<file path="config.mk">
export PLATFORM = sky130hd
export DESIGN_NAME = fft_frame_loader
export DESIGN_NICKNAME = d
export VERILOG_FILES = /design/src/rtl/fft_frame_loader.sv
export SDC_FILE = /design/constraint.sdc
export NUM_CORES = 1
export LEC_CHECK = 0
export CORE_UTILIZATION = 25
export DETAILED_ROUTE_END_ITERATION = 12
export PLACE_DENSITY_LB_ADDON = 0.25
export SYNTH_ARGS = -nofsm -noshare
export SYNTH_HDL_FRONTEND = slang
export SYNTH_SLANG_ARGS = --single-unit
</file>
<file path="constraint.sdc">
create_clock -name clk -period 2.25 [get_ports clk]
set_clock_uncertainty 0.1 [all_clocks]
set_input_delay 0.45 -clock clk [delete_from_list [all_inputs] [get_ports clk]]
set_output_delay 0.45 -clock clk [all_outputs]
set_load 0.01 [all_outputs]
</file>
<file path="src/rtl/fft_frame_loader.sv">
// fft_frame_loader: packs a serial valid/ready sample stream into 4-sample frames for the 4-point FFT core.
// Build option FFT_LOADER_BIT_REVERSE_EN loads frames in bit-reversed order for a decimation-in-time core.
`timescale 1ns/1ps
module fft_frame_loader #(
   parameter int DATA_W = 4,
   parameter int CNT_W  = 8
) (
   input  logic              clk,
   input  logic              rst_n,
   input  logic [DATA_W-1:0] in_data,
   input  logic              in_valid,
   input  logic              in_first,
   output logic              in_ready,
   output logic [DATA_W-1:0] x_0,
   output logic [DATA_W-1:0] x_1,
   output logic [DATA_W-1:0] x_2,
   output logic [DATA_W-1:0] x_3,
   output logic              frame_valid,
   input  logic              frame_ready,
   output logic [CNT_W-1:0]  frame_cnt,
   output logic              sync_err
);

   typedef enum logic {FILL, PEND} state_t;

   state_t            state, state_next;
   logic [DATA_W-1:0] fill_buf [4];
   logic [1:0]        wr_cnt, wr_cnt_next;
   logic [1:0]        buf_idx;
   logic              buf_we;
   logic              load_direct, load_pend;
   logic              resync_err;
   logic              deliver;
   logic [DATA_W-1:0] s0, s1, s2, s3;

   assign deliver = frame_valid && frame_ready;

   always_ff @(posedge clk or negedge rst_n) begin
      if (!rst_n) state <= FILL;
      else        state <= state_next;
   end

   always_comb begin
      // NOTE: every signal written here gets a default first, so no path can infer a latch.
      state_next  = state;
      wr_cnt_next = wr_cnt;
      in_ready    = 1'b0;
      buf_we      = 1'b0;
      buf_idx     = wr_cnt;
      load_direct = 1'b0;
      load_pend   = 1'b0;
      resync_err  = 1'b0;
      unique case (state)
         FILL: begin
            in_ready = 1'b1;
            if (in_valid) begin
               if (in_first) begin
                  buf_we      = 1'b1;
                  buf_idx     = 2'd0;
                  wr_cnt_next = 2'd1;
                  resync_err  = (wr_cnt != 2'd0);
               end else if (wr_cnt == 2'd3) begin
                  // Output slot free or emptying this edge: bypass buf3 and load straight away.
                  if (!frame_valid || deliver) begin
                     load_direct = 1'b1;
                     wr_cnt_next = 2'd0;
                  end else begin
                     buf_we     = 1'b1;
                     state_next = PEND;
                  end
               end else begin
                  buf_we      = 1'b1;
                  wr_cnt_next = wr_cnt + 2'd1;
               end
            end
         end
         PEND: begin
            if (deliver) begin
               load_pend   = 1'b1;
               wr_cnt_next = 2'd0;
               state_next  = FILL;
            end
         end
      endcase
   end

   assign s0 = fill_buf[0];
   assign s1 = fill_buf[1];
   assign s2 = fill_buf[2];
   assign s3 = load_direct ? in_data : fill_buf[3];

   // NOTE: the fill buffer is cleared on reset too, so no stale partial frame survives it.
   always_ff @(posedge clk or negedge rst_n) begin
      if (!rst_n) begin
         for (int i = 0; i < 4; i++) fill_buf[i] <= '0;
         wr_cnt      <= 2'd0;
         x_0         <= '0;
         x_1         <= '0;
         x_2         <= '0;
         x_3         <= '0;
         frame_valid <= 1'b0;
         frame_cnt   <= '0;
         sync_err    <= 1'b0;
      end else begin
         wr_cnt   <= wr_cnt_next;
         sync_err <= resync_err;
         if (buf_we) fill_buf[buf_idx] <= in_data;
         if (load_direct || load_pend) begin
`ifdef FFT_LOADER_BIT_REVERSE_EN
            x_0 <= s0;
            x_1 <= s2;
            x_2 <= s1;
            x_3 <= s3;
`else
            x_0 <= s0;
            x_1 <= s1;
            x_2 <= s2;
            x_3 <= s3;
`endif
            frame_valid <= 1'b1;
         end else if (deliver) begin
            frame_valid <= 1'b0;
         end
         if (deliver) frame_cnt <= frame_cnt + CNT_W'(1);
      end
   end

endmodule
</file>
==> results.md <==
- Fillers: 743
- Reg-to-reg endpoint: s1[1]$_DFFE_PN0P_
- Flop2flop setup slack: about 0.31 ns
- Routed Wire Length: 4.08 mm
- Commonest non-fill, non-tap cell in the layout: dfrtp_1
- Syn avg cell area: 14.1 um2
- Total gr overflow: 0
- Setup ws final: ~0.22 ns
- Layout net count: about 200
- CTS Buffer Depth: 2
- # Max-Cap Violations: 0
- Die width: between 90 and 100 um
- Site Rows: 31
- Diode count: 0
- Hold wc startpoint: frame_cnt[7]$_DFFE_PN0P_
- Initial Util: 26.4%
- Warnings, synthesis: 0
- Largest net degree at the start of global routing: 21
- DR WL/cell: 14.1 um
- Most frequent cells in the layout: dfrtp_1, clkdlybuf4s50_1, mux2_2, buf_4
- Vias in the first global route: 1,311
- Detail Route Antenna Nets: 0
- Leading area contributor after synthesis: dfrtp_1
- Final Wtd Congestion: 0.832
- Total GRT Usage: 11.1%
- H-tree depth: 2
- Min cycle time layout: 2.03 ns
- Chip Height: 90.2 um
- Storage cell area: 1130 um2
- Leakage: 1.13 nW
- Crit path kind: primary input to flip-flop
- CTS buffer count: 5
- Pwr Total: 3.15 mW
- Area of the multi-input gates: 791 um2
- Pwr Density: 1210 nW/um2
- Worst reg2reg path depth: 4
- Measured slew at the worst slew-check pin: 0.638 ns
- Pre-CTS setup slack: -0.140 ns
- Net Count, Synth: 150
- Clock latency on the worst-skew pair: about 0.30 ns
- Area contributors post-synth: dfrtp_1, mux2_2, mux2_1
- Min-delay worst type: flip-flop to flip-flop
- Iteration-0 DRC count of the detailed router: 45
- Final count of hold timing violations: 0
- Ys async rst share: 100%
- Post-synth top area share: 58.0%
- Critical Path End Type: flip-flop
- Final setup violation count: 0
- Vias per inst: 4.35
- CP arrival: ~2.1 ns
- CP max FO: 4
- Post-synthesis sequential area ratio: between 50% and 60%
- Root buffer cell: clkbuf_8
- RSZ-0062 raised after global routing: no
- Antenna violations before repair: 0
- Clock Pin Slew Worst Setup and Hold Paths: 0.09 ns
- Final Hold Slack: 0.376 ns
- Drt first pass iters: 4
- Setup crit end: s1[1]$_DFFE_PN0P_
- Cells after synthesis: 138
- Post-detail-place hpwl: 2.94 mm
- Area of the core: between 7000 and 8000 um2
- Die Area: ~8100 um2
- Share of layout cells above drive strength 1: between 20% and 30%
- DRC viols: 0
- Synth cell types: 31
- Max VDD drop: roughly 390 uV
- Synth Cell Area: 1940 um2
- EDFF count, synth: 0
- I/O pin count: 36
- Clock Sinks: 45
- R2r startpoint: wr_cnt[1]$_DFFE_PN0P_
- Via count: between 1,000 and 1,500
- Max-slew violations: 0
- Startpoint types: primary input
- PortBufs: 35
- Area grow syn2layout: 33.5%
- Number of synthesized register bits: 45
- Relative slew margins: 57.1%
- Post-synth top flop: dfrtp_1
- Worst setup startpoint: frame_ready
- F_max: 493 MHz
- Period utilisation layout: 90.1%
- CTS tree: done
- First-pass GRT wire length: slightly below 7 mm
- CP required: 2.34 ns
- Outcome: complete, no violations
- Setup Fix Bufs, Post-CTS: 0
synthesized netlist by cell type, drive strengths merged (2+ instances only):
master   number
and3          5
nand2b        6
mux2i         2
nor2          4
nor3          3
mux2         29
inv           3
ha            3
a221o         4
a2111oi       2
xnor2         3
nand3         2
dfrtp        45
xor2          4
nand4         3
clkbuf        2
nor2b         2
nand2         5
power breakdown:
group	total (mW)	leakage (nW)	internal (mW)	switching, mW
Combinational	1.28	0.519	0.760	0.518
Clock	0.512	0.0481	0.221	0.291
Sequential	1.36	0.563	1.15	0.213
logic make-up (layout without fill, tap and decap cells):
| group | Yosys count | count (layout) | share of synthesized area [%] |
|---|---|---|---|
| flops | 45 | 45 | 58.0 |
| buf+inv | 6 | 58 | 1.35 |
| xor+xnor | 7 | 7 | 3.16 |
| simple gates | 33 | 33 | 9.47 |
| mux | 31 | 31 | 17.8 |
| compound gates | 13 | 13 | 8.31 |
| fa+ha+maj | 3 | 3 | 1.93 |
worst min path at each step:
stage	to	slack [ns]	cells past startpoint
CTS	frame_cnt[7]$_DFFE_PN0P_	0.38	1
global placement	x_1[3]$_DFFE_PN0P_	0.33	1
floorplan	fill_buf[0]$_DFFE_PN0P_	0.05	0
detailed placement	x_0[3]$_DFFE_PN0P_	0.33	1
global route	frame_cnt[7]$_DFFE_PN0P_	0.40	1
finish	frame_cnt[7]$_DFFE_PN0P_	0.38	1
state kept, by name (all words and copies together), names as in the netlist:
signal,cells
x_1,4
x_3,4
s2,4
wr_cnt,2
state,1
frame_valid,1
x_2,4
fill_buf,4
s0,4
x_0,4
frame_cnt,8
sync_err,1
s1,4
area by class of cell:
cell class | count | share of cell area [%]
Timing Repair Buffer | 47 | 17.4
Clock buffer | 5 | 2.65
Multi-Input combinational cell | 87 | 30.5
Tap cell | 99 | 4.78
Inverter | 3 | 0.434
Clock inverter | 3 | 0.868
Sequential cell | 45 | 43.4
timing repair:
item,CTS,global route
gates resized for setup,0,0
hold buffers,1,0
hold endpoints to repair,13,0
per-stage QoR:
stage | TNS, ns | std cells | utilization [%] | cell area (um2)
detailed placement | -1.51 | 280 | 33.8 | 2490
finish | 0 | 289 | 35.2 | 2590
global placement | -1.45 | 280 | 33.8 | 2490
CTS | 0 | 289 | 35.2 | 2590
global route | 0 | 289 | 35.2 | 2590
floorplan | 0 | 138 | - | 1940
metal layers:
metal / track usage (%) / wire length, um
met5: 0 / 0
met1: 14.9 / 1970
met3: 3.05 / 124
met2: 16.9 / 1910
met4: 4.44 / 71
worst max-delay path: stages:
cell             delay, ns
clkdlybuf4s50_1       0.43
nand2b_2              0.26
a2111oi_4             0.58
mux2_2                0.39
Power figures use the tool's default switching activity.
